$ cat config.mk
export PLATFORM = sky130hd
export DESIGN_NAME = imem_boot_loader
export DESIGN_NICKNAME = d
export VERILOG_FILES = /design/src/rtl/imem_pkg.sv /design/src/rtl/imem_wr_decode.sv /design/src/rtl/imem_boot_loader.sv
export SDC_FILE = /design/constraint.sdc
export NUM_CORES = 1
export LEC_CHECK = 0
export CAP_MARGIN = 20
export CORE_MARGIN = 4
export CORE_UTILIZATION = 45
export CTS_CLUSTER_DIAMETER = 150
export DETAILED_ROUTE_END_ITERATION = 16
export PLACE_DENSITY = 0.69
export SYNTH_ARGS = -nofsm -noshare
export SYNTH_HDL_FRONTEND = slang
export SYNTH_SLANG_ARGS = --single-unit
$ cat constraint.sdc
create_clock -name clk -period 3.9 [get_ports clk]
set_input_delay 0.78 -clock clk [delete_from_list [all_inputs] [get_ports clk]]
set_output_delay 0.78 -clock clk [all_outputs]
set_load 0.03 [all_outputs]
$ cat src/rtl/imem_pkg.sv
// Shared types and address-map constants for the banked instruction memory
// and its boot loader.
package imem_pkg;

  typedef enum logic [2:0] {
    ST_IDLE,
    ST_LOAD,
    ST_CHECK,
    ST_RUN,
    ST_ERROR
  } imem_state_e;

  localparam int IMEM_BANK_ROWS    = 512;
  localparam int IMEM_MAX_WORDS    = 1024;
  localparam int IMEM_BANK_SEL_BIT = 11;
  localparam int IMEM_ROW_LSB      = 2;
  localparam int IMEM_ROW_MSB      = 10;

endpackage

$ cat src/rtl/imem_wr_decode.sv
// Registered write-port stage: turns an accepted word index into the bank
// strobes and shared row address/data of the two instruction-memory banks.
module imem_wr_decode
  import imem_pkg::*;
#(
  parameter int BANK_ROWS = IMEM_BANK_ROWS,
  parameter int ROW_W     = $clog2(BANK_ROWS)
) (
  input  logic             clk,
  input  logic             rst_n,
  input  logic             vld_p0,
  input  logic [ROW_W:0]   idx_p0,
  input  logic [31:0]      data_p0,
  output logic             we0,
  output logic             we1,
  output logic [ROW_W-1:0] waddr,
  output logic [31:0]      wdata
);

  // Word index i is byte address 4*i, so the bank and row bits shift down by two.
  localparam int BANK_BIT = IMEM_BANK_SEL_BIT - IMEM_ROW_LSB;
  localparam int ROW_TOP  = IMEM_ROW_MSB - IMEM_ROW_LSB;

  // p0 -> p1: strobes live exactly one cycle; address/data hold between writes
  always_ff @(posedge clk) begin
    if (!rst_n) begin
      we0   <= 1'b0;
      we1   <= 1'b0;
      waddr <= '0;
      wdata <= '0;
    end else begin
      we0 <= vld_p0 & ~idx_p0[BANK_BIT];
      we1 <= vld_p0 &  idx_p0[BANK_BIT];
      if (vld_p0) begin
        waddr <= idx_p0[ROW_TOP:0];
        wdata <= data_p0;
      end
    end
  end

endmodule

$ cat src/rtl/imem_boot_loader.sv
// Boot loader: streams a program image into the two instruction-memory banks,
// verifies the trailing additive checksum and then releases the CPU stall.
module imem_boot_loader
  import imem_pkg::*;
#(
  parameter int BANK_ROWS = IMEM_BANK_ROWS,
  parameter int MAX_WORDS = IMEM_MAX_WORDS
) (
  input  logic        clk,
  input  logic        rst_n,
  input  logic        start,
  input  logic [10:0] load_len,
  input  logic        s_valid,
  input  logic [31:0] s_data,
  output logic        s_ready,
  output logic        we0,
  output logic        we1,
  output logic [8:0]  waddr,
  output logic [31:0] wdata,
  output logic        cpu_stall,
  output logic        busy,
  output logic        done,
  output logic        err
);

  localparam logic [10:0] MAX_LEN = 11'(MAX_WORDS);

  imem_state_e state, state_nxt;
  logic [9:0]  cnt, cnt_nxt;
  logic [9:0]  len_m1, len_m1_nxt;
  logic [31:0] acc, acc_nxt;
  logic        accept_p0;
  logic        vld_p0;
  logic        len_ok;

  assign accept_p0 = s_valid & s_ready;
  assign vld_p0    = accept_p0 & (state == ST_LOAD);
  assign len_ok    = (load_len != 11'd0) && (load_len <= MAX_LEN);

  always_comb begin
    state_nxt  = state;
    cnt_nxt    = cnt;
    len_m1_nxt = len_m1;
    acc_nxt    = acc;
    case (state)
      ST_LOAD: begin
        if (accept_p0) begin
          acc_nxt = acc + s_data;
          cnt_nxt = cnt + 10'd1;
          if (cnt == len_m1) state_nxt = ST_CHECK;
        end
      end
      ST_CHECK: begin
        // The trailer only closes the image; it is never forwarded to memory.
        if (accept_p0) state_nxt = (s_data == acc) ? ST_RUN : ST_ERROR;
      end
      ST_IDLE, ST_RUN, ST_ERROR: begin
        if (start) begin
          if (len_ok) begin
            state_nxt  = ST_LOAD;
            cnt_nxt    = 10'd0;
            acc_nxt    = 32'd0;
            len_m1_nxt = 10'(load_len - 11'd1);
          end else begin
            state_nxt = ST_ERROR;
          end
        end
      end
      default: state_nxt = ST_IDLE;
    endcase
  end

  // Status outputs are registered from the next state so they track it with no lag.
  always_ff @(posedge clk) begin
    if (!rst_n) begin
      state     <= ST_IDLE;
      cnt       <= '0;
      len_m1    <= '0;
      acc       <= '0;
      s_ready   <= 1'b0;
      busy      <= 1'b0;
      cpu_stall <= 1'b1;
      done      <= 1'b0;
      err       <= 1'b0;
    end else begin
      state     <= state_nxt;
      cnt       <= cnt_nxt;
      len_m1    <= len_m1_nxt;
      acc       <= acc_nxt;
      s_ready   <= (state_nxt == ST_LOAD) || (state_nxt == ST_CHECK);
      busy      <= (state_nxt == ST_LOAD) || (state_nxt == ST_CHECK);
      cpu_stall <= (state_nxt != ST_RUN);
      done      <= (state_nxt == ST_RUN);
      err       <= (state_nxt == ST_ERROR);
    end
  end

  imem_wr_decode #(
    .BANK_ROWS (BANK_ROWS)
  ) u_wr_decode (
    .clk     (clk),
    .rst_n   (rst_n),
    .vld_p0  (vld_p0),
    .idx_p0  (cnt),
    .data_p0 (s_data),
    .we0     (we0),
    .we1     (we1),
    .waddr   (waddr),
    .wdata   (wdata)
  );

endmodule

# == Word level (Yosys, flattened, before mapping) ==
# Cells that the tools add are included.
# classes
addsub,3
magnitude_cmp,1
n_eq_ne,14
mux,15
bitwise_logic,5
reduce_logical,8
# ops
cell,count
32-bit two-way mux,3
32-bit case mux with 2 select lines,1
32-bit adder,1
32-bit equality test,1
10-bit two-way mux,3
10-bit case mux with 2 select lines,1
3-bit two-way mux,6
"3-bit by 2-bit equality test with 1-bit output, second input constant",4
"11-bit less-or-equal comparator, second input constant",1
11-bit nonzero test,1
"10-bit by 1-bit adder with 10-bit output, second input constant",1
10-bit equality test,1
"10-bit by 1-bit subtractor with 10-bit output, second input constant",1
3-bit case mux with 3 select lines,1
"3-bit by 1-bit equality test with 1-bit output, second input constant",2
"3-bit equality test, second input constant",2
"2-bit inequality test, second input constant",3
1-bit AND,4
4-bit AND reduction,1
3-bit zero test,1
"3-bit by 2-bit inequality test with 1-bit output, second input constant",1
3-bit AND reduction,1
3-bit OR reduction,1
2-bit nonzero test,1
other kinds (3),3
# totals
regBits,102
inputBits,47
output_inout_bits,48
wordCells,58

# == Logic depth before layout (Yosys ltp) ==
# Gate-level depths: netlist of the first run.
# depth
ltp_word,7
mapped_depth,12

# == Modules after synthesis ==
# A second synthesis of the first run with hierarchy kept.
# hier_totals
cells_unflattened,689
hier_area_um2,5889.4
# modules_own_cells
module,n_inst,cells_each,area_each_um2,seq_area_each_um2
imem_boot_loader,1,552,4241.6,1181.1
imem_wr_decode,1,137,1647.8,860.8

# == Worst setup path after synthesis of the first run ==
# No wires, ideal clock.
# synth_path
path_kind,input to register
from,input s_data[0]
to,register acc[30]
arrival_ns,2.986
path_slack_ns,0.785
cell_stages,12
path_cell_list,ha_1 -> fa_1 -> a211oi_2 -> o21bai_1 -> a21oi_2 -> a211oi_2 -> or2_0 -> buf_2 -> a221o_1 -> a31oi_1 -> xor2_1 -> o21ai_0
# synth_between
elab_chain_cells,3
# synth_rtl
element,line_no,text
"start, declared",imem_boot_loader.sv:14,"input logic [31:0] s_data,"
32-bit adder,imem_boot_loader.sv:48,acc_nxt = acc + s_data;
32-bit two-way mux,imem_boot_loader.sv:47,if (accept_p0) begin
32-bit case mux with 2 select lines,imem_boot_loader.sv:45,case (state)
"end signal, assigned",imem_boot_loader.sv:89,acc <= acc_nxt;
"end, declared",imem_boot_loader.sv:31,"logic [31:0] acc, acc_nxt;"
# No other way between the ends. The select of a mux whose other input is x is not followed.
# A chain may end at the register's enable or synchronous reset.

# == Final worst setup path of the first run ==
# layout_path
from,input s_data[0]
to,register acc[28]
# The elaborated chain is that of the path after synthesis.

==> results.cfg, run 1 <==
[outcome]
status = complete, no violations

[cells_and_area]
areaGrowthSynthToFinish_pct = 24.0
design_area_mm2 = 0.00696
num_antenna_cells = 0
fin_nets = 867
final_layout_size_suffix_gt1_frac = 0.0632

[die]
core_area_mm2 = 0.0121
io_pins = 95
fp.dieH_um = 120
std_cell_rows = 40
fp.dieArea_mm2 = 0.0143
chipWidth_um = 120
start_util = 0.463

[pwr]
p_switching_w = 0.000531
p_int_w = 0.00161
p_leak_nw = 2.60
p_per_area_mw_per_mm2 = 308
power_frac_comb = 0.119
power.total_w = 0.00214
power.share.clock = 0.384
pwr-share-seq = 0.498
vdd_drop_max_uv = 163
swShare = 0.248

[global_routing]
grt-ovfl-total = 0
antenna_found_initial = 0
grt_max_degree = 57
grt_usage = 0.204
grt_pass1_vias = 5018
grt_pass1_wl_um = 24200

[clock_tree]
htree_num_levels = 3
root_buffer = clkbuf_16
cts_tree = done
clk_latency_ns = 0.35
postCtsHoldBufs = 0
cts_num_sinks = 102
clk_pin_slew_ns = 0.06
post-cts-setup-buffers = 0
numCtsBuffers = 9
clk_path_buf_depth = 2
post_cts_resized = 0

[yosys]
ys_seq_elements = 102
synthAdderAreaFrac = 0.0771
syn_area_per_cell_um2 = 7.92
synth_xor_xnor_area_share = 0.0843
syn-cell-area_mm2 = 0.00561
synth_compound_gate_area_share = 0.193
synth_edf_count = 0
synth_mux_area_frac = 0.00557
synth_seq_area_share = 0.364
synthDistinctLibCells = 60
synthCells = 709
yosys_most_used_dff = dfxtp_1
yosys_warnings = 0
synth-simple-area-share = 0.237
synthArstFlopShare = 0
syn-num-nets = 790
synth_top_family_by_area = simple AND/OR/NAND/NOR gates

[route]
dr.pass1.iters = 5
vias_per_cell = 5.46
drt_iter0_drc = 251
drtAntennaViolNets = 0
via_count = 5240
drc = 0
routed_wl_um = 14400
post_drt_wl_per_cell_um = 15.0

[worst_setup_path]
rr_startpoint = acc[0]
timing.rr.end = acc[28]
crit_type = in2reg
reg2reg_depth = 11
reg2reg_slack_ns = 1.10
path_max_fanout = 3
cp-end-kind = flop
critPathArrivalTime_ns = 3.63
required_ns = 4.13
cp-start-kind = input port

[timing]
clock_skew_ns = 0.00778
slew_violations = 0
fin_tns_setup_ns = 0
worst_pin_slew_ns = 0.635
fmax_ghz = 0.295
hold_viol_final = 0
fin_crit_ns = 3.40
finalCritPeriodShare = 0.871
maxSlewHeadroom = 0.577
fin_ws_ns = 0.505
setup_viol = 0
rsz0062_at_grt = no

[place]
post-place-ws_ns = 0.167
port-buffer-count = 94
routabilityCongestion = 0.864
postPlaceCellArea_mm2 = 0.00669
dp_hpwl_um = 10800

[worst_hold_path]
min_to = u_wr_decode.wdata[8]
whs_path_depth = 2
hold_class = reg2reg
min-delay-start = u_wr_decode.wdata[8]

[run]
cap_violations = 0
==> critical path, cell delays in order <==
cell,delay [ns]
clkdlybuf4s50_1,0.44
ha_1,0.24
fa_1,0.44
a211oi_2,0.24
o21bai_1,0.15
a21oi_2,0.18
a211oi_2,0.11
or2_0,0.30
a221o_1,0.32
a21oi_1,0.18
xor2_1,0.16
o21ai_0,0.09
==> how the worst max path moves through the flow <==
stage	start	to	slack [ns]	cells after the start
floorplan	s_data[0]	acc[30]	0.79	12
global placement	s_data[0]	acc[30]	0.21	12
detailed placement	s_data[0]	acc[30]	0.17	12
CTS	s_data[0]	acc[28]	0.52	12
global route	s_data[14]	acc[31]	0.31	9
finish	s_data[0]	acc[28]	0.50	12
==> state kept, by name, indices dropped and copies added (netlist names) <==
register and count:
len_m1 10, cpu_stall 1, u_wr_decode.wdata 32, done 1, acc 32, u_wr_decode.we1 1, busy 1, u_wr_decode.we0 1
state 3, u_wr_decode.waddr 9, err 1, cnt 10
==> cells by family (layout without fill, tap and decap cells) <==
logic type | Yosys count | count (layout)
adders and majority gates | 34 | 34
buffers and inverters | 54 | 136
xor gates and xnor gates | 54 | 54
muxes | 3 | 3
DFF | 102 | 102
AOI/OAI and AO/OA | 181 | 181
and+or+nand+nor | 281 | 281
==> cells in the final DEF, fill, tap and decap left out, types with 3 or more instances in the layout <==
cell type | Yosys | final
buf_4 | 3 | 13
o21bai_1 | 5 | 5
clkinv_2 | 0 | 5
dfxtp_1 | 102 | 102
and4_1 | 4 | 4
or2_2 | 3 | 3
a21o_1 | 9 | 9
nor4_1 | 10 | 10
o21ai_0 | 36 | 36
or3_1 | 6 | 6
nand2_1 | 136 | 136
a221o_1 | 3 | 3
nand3_1 | 21 | 20
xor2_1 | 30 | 30
xnor2_1 | 24 | 24
and3_1 | 8 | 7
nor3b_1 | 5 | 5
nand2b_1 | 3 | 3
nand4_1 | 9 | 9
a31oi_1 | 7 | 7
clkdlybuf4s50_1 | 0 | 94
a21oi_1 | 88 | 88
clkbuf_16 | 0 | 9
nor2_1 | 44 | 44
ha_1 | 33 | 33
a211oi_1 | 13 | 13
nor3_1 | 14 | 14
inv_1 | 12 | 12
==> cell usage after synthesis, types with 6 or more instances <==
| library cell | n | area share |
|---|---|---|
| ha_1 | 33 | 0.074 |
| nand3_1 | 21 | 0.019 |
| inv_1 | 12 | 0.0080 |
| a21o_1 | 9 | 0.012 |
| a31oi_1 | 7 | 0.0078 |
| and3_1 | 8 | 0.0089 |
| or3_1 | 6 | 0.0067 |
| nor3_1 | 14 | 0.012 |
| a211oi_1 | 13 | 0.017 |
| nor2_1 | 44 | 0.029 |
| xnor2_1 | 24 | 0.037 |
| clkbuf_1 | 28 | 0.019 |
| nand2_1 | 136 | 0.091 |
| nor4_1 | 10 | 0.011 |
| a21oi_1 | 88 | 0.078 |
| o21ai_0 | 36 | 0.032 |
| dfxtp_1 | 102 | 0.36 |
| xor2_1 | 30 | 0.047 |
| nand4_1 | 9 | 0.010 |
| buf_2 | 7 | 0.0062 |
==> metal layers <==
metal,GRT usage,routed length [um],up-vias
met5,0,0,-
met4,0.0694,221,0
met3,0.0363,818,17
met2,0.345,6820,154
met1,0.263,6540,2430
li1,-,-,2639
==> stage by stage <==
stage          cells  hold slack [ns]  utilization
3_5_place_dp     943            0.446        0.553
2_1_floorplan    709            0.429            -
3_3_place_gp     943            0.440        0.553
5_1_grt          959            0.469        0.575
4_1_cts          959            0.455        0.575
6_report         959            0.452        0.575
==> power groups by stage <==
stage               Clock [W]  Sequential (W)  Combinational (W)
floorplan                   0         0.00109           0.000141
global route         0.000891         0.00107           0.000279
detailed placement          0         0.00109           0.000252
CTS                  0.000847         0.00107           0.000254
global placement            0         0.00109           0.000248
finish               0.000822         0.00107           0.000254
==> cell type report <==
cell class	instances	area, um^2
fill	1183	5150
multi-input combinational	553	3350
sequential	102	2040
timing repair buffer	107	1040
clock buffer	11	243
tap	168	210
inverter	13	48.8
clock inverter	5	25.0
(Power assumes the default switching activity.)
==> run 2: changes to the inputs <==
--- a/config.mk
+++ b/config.mk
@@ -5,12 +5,11 @@
 export SDC_FILE = /design/constraint.sdc
 export NUM_CORES = 1
 export LEC_CHECK = 0
-export CAP_MARGIN = 20
 export CORE_MARGIN = 4
 export CORE_UTILIZATION = 45
 export CTS_CLUSTER_DIAMETER = 150
 export DETAILED_ROUTE_END_ITERATION = 16
-export PLACE_DENSITY = 0.69
+export PLACE_DENSITY = 0.67
 export SYNTH_ARGS = -nofsm -noshare
 export SYNTH_HDL_FRONTEND = slang
 export SYNTH_SLANG_ARGS = --single-unit
==> constraint.sdc (replaced) <==
create_clock -name clk -period 4.4 [get_ports clk]
set_input_delay 0.88 -clock clk [delete_from_list [all_inputs] [get_ports clk]]
set_output_delay 0.88 -clock clk [all_outputs]
set_load 0.03 [all_outputs]
==> run 2 against run 1 <==
Register-to-register slack better by 0.38 ns. Via count decreased by 2.3%. Count of clock-buffer cells in the layout down 1. Sequential cell count stayed put. Largest power group unchanged. First-iteration DRC count increased by 5.2%. Sequential power down 12%. Die area unchanged. Design area is 0.36% higher.
==> results.cfg, run 2 (synthesis results as in run 1) <==
[route]
drt_iter0_drc = 264
dr.pass1.iters = 4
drtAntennaViolNets = 0
routed_wl_um = 13900
post_drt_wl_per_cell_um = 14.5
via_count = 5122
drc = 0
vias_per_cell = 5.37

[outcome]
status = complete, no violations

[global_routing]
antenna_found_initial = 0
grt_max_degree = 57
grt_usage = 0.199
grt_pass1_vias = 4948
grt-ovfl-total = 0
grt_pass1_wl_um = 23600

[cells_and_area]
most-common-layout-cells = 136 x nand2_1, 102 x dfxtp_1, 94 x clkdlybuf4s50_1
mostFrequentLayoutCell = nand2_1
final_layout_size_suffix_gt1_frac = 0.0585
register_area_mm2 = 0.00204
fin_nets = 862
areaGrowthSynthToFinish_pct = 24.5
top_regs = acc (32), u_wr_decode.wdata (32)
design_area_mm2 = 0.00699
num_antenna_cells = 0
fillers = 1170
multi_input_area_mm2 = 0.00335

[worst_setup_path]
critPathMaxStageDelay_ns = 0.45
cp-start-kind = input port
cp_top_family = compound AO/OA/AOI/OAI gates
path_buf_inv = 1
critPathArrivalTime_ns = 3.83
required_ns = 4.62
path_max_fanout = 5
cp-end-kind = flop
path_cells = clkdlybuf4s50_1 -> ha_1 -> fa_1 -> a211oi_2 -> o21bai_1 -> a21oi_2 -> a211oi_2 -> or2_0 -> a221o_1 -> a31oi_1 -> xor2_1 -> o21ai_0
crit_slowest_cell = fa_1
crit_type = in2reg
timing.critical_path.mode_cell = a211oi_2

[worst_hold_path]
hold_class = reg2reg

[clock_tree]
post_cts_resized = 0
htree_num_levels = 3
postCtsHoldBufs = 0
post-cts-setup-buffers = 0
root_buffer = clkbuf_16
numCtsBuffers = 9
clk_pin_slew_ns = 0.07
clk_path_buf_depth = 2
cts_num_sinks = 102
cts_tree = done
clk_latency_ns = 0.35

[place]
routabilityCongestion = 0.916
postPlaceCellArea_mm2 = 0.00666
dp_hpwl_um = 10300
port-buffer-count = 94
post-place-ws_ns = 0.447

[timing]
fin_crit_ns = 3.61
clock_skew_ns = 0.00735
finalCritPeriodShare = 0.821
hold_viol_final = 0
rsz0062_at_grt = no
worst_pin_slew_ns = 0.891
fin_tns_setup_ns = 0
setup_viol = 0
slew_violations = 0
fin_ws_ns = 0.789
maxSlewHeadroom = 0.406
fmax_ghz = 0.277

[die]
core_area_mm2 = 0.0121
fp.dieArea_mm2 = 0.0143
std_cell_rows = 40
fp.dieH_um = 120
start_util = 0.463
io_pins = 95
chipWidth_um = 120

[run]
cap_violations = 0

[pwr]
p_leak_nw = 2.60
power.total_w = 0.00205
vdd_drop_max_uv = 149
p_per_area_mw_per_mm2 = 293
run 2: cell count changes in the layout (fill, tap and decap cells not counted):
cell / previous run / this run
inv_6: 0 / 2
clkbuf_1: 1 / 0
clkinv_2: 5 / 1
bufinv_16: 0 / 2
buf_4: 13 / 8
clkinv_4: 0 / 1
run 2: report_power, final:
part           switching, W  total, W  internal [W]
registers        0.00000949  0.000945      0.000935
logic              0.000123  0.000221     0.0000973
clock network      0.000362  0.000880      0.000518
run 2: cell type report:
type,count,share of cell area
Clock buffer,10,0.0342
Clock inverter,6,0.0131
Inverter,13,0.00698
Multi-Input combinational cell,553,0.480
Sequential cell,102,0.292
Tap cell,168,0.0301
Timing Repair Buffer,102,0.143
run 2: worst paths after layout:
path / slack [ns] / end / startpoint / cells past startpoint
worst min-delay path: 0.45 / u_wr_decode.wdata[25] / u_wr_decode.wdata[25] / 2
worst max-delay path: 0.79 / acc[30] / s_data[0] / 12
worst max register to register: 1.48 / acc[30] / acc[0] / 11
worst min register to register: 0.45 / u_wr_decode.wdata[25] / u_wr_decode.wdata[25] / 2
run 2: stage by stage:
step / std cells / hold WS (ns) / util
detailed placement: 938 / 0.447 / 0.550
finish: 954 / 0.454 / 0.577
CTS: 954 / 0.456 / 0.577
global placement: 938 / 0.441 / 0.550
floorplan: 709 / 0.429 / -
global route: 954 / 0.475 / 0.577
run 2: per-layer routing:
layer / GRT usage / routed length, um / vias to the layer above
met3: 0.0372 / 683 / 16
met1: 0.266 / 6540 / 2379
li1: - / - / 2623
met5: 0 / 0 / -
met2: 0.325 / 6450 / 104
met4: 0.0623 / 195 / 0
run 2: worst min-delay path, cell delays in order (launching register included):
cell and delay, ns:
dfxtp_1 0.31, nand2_1 0.05, a21oi_1 0.05
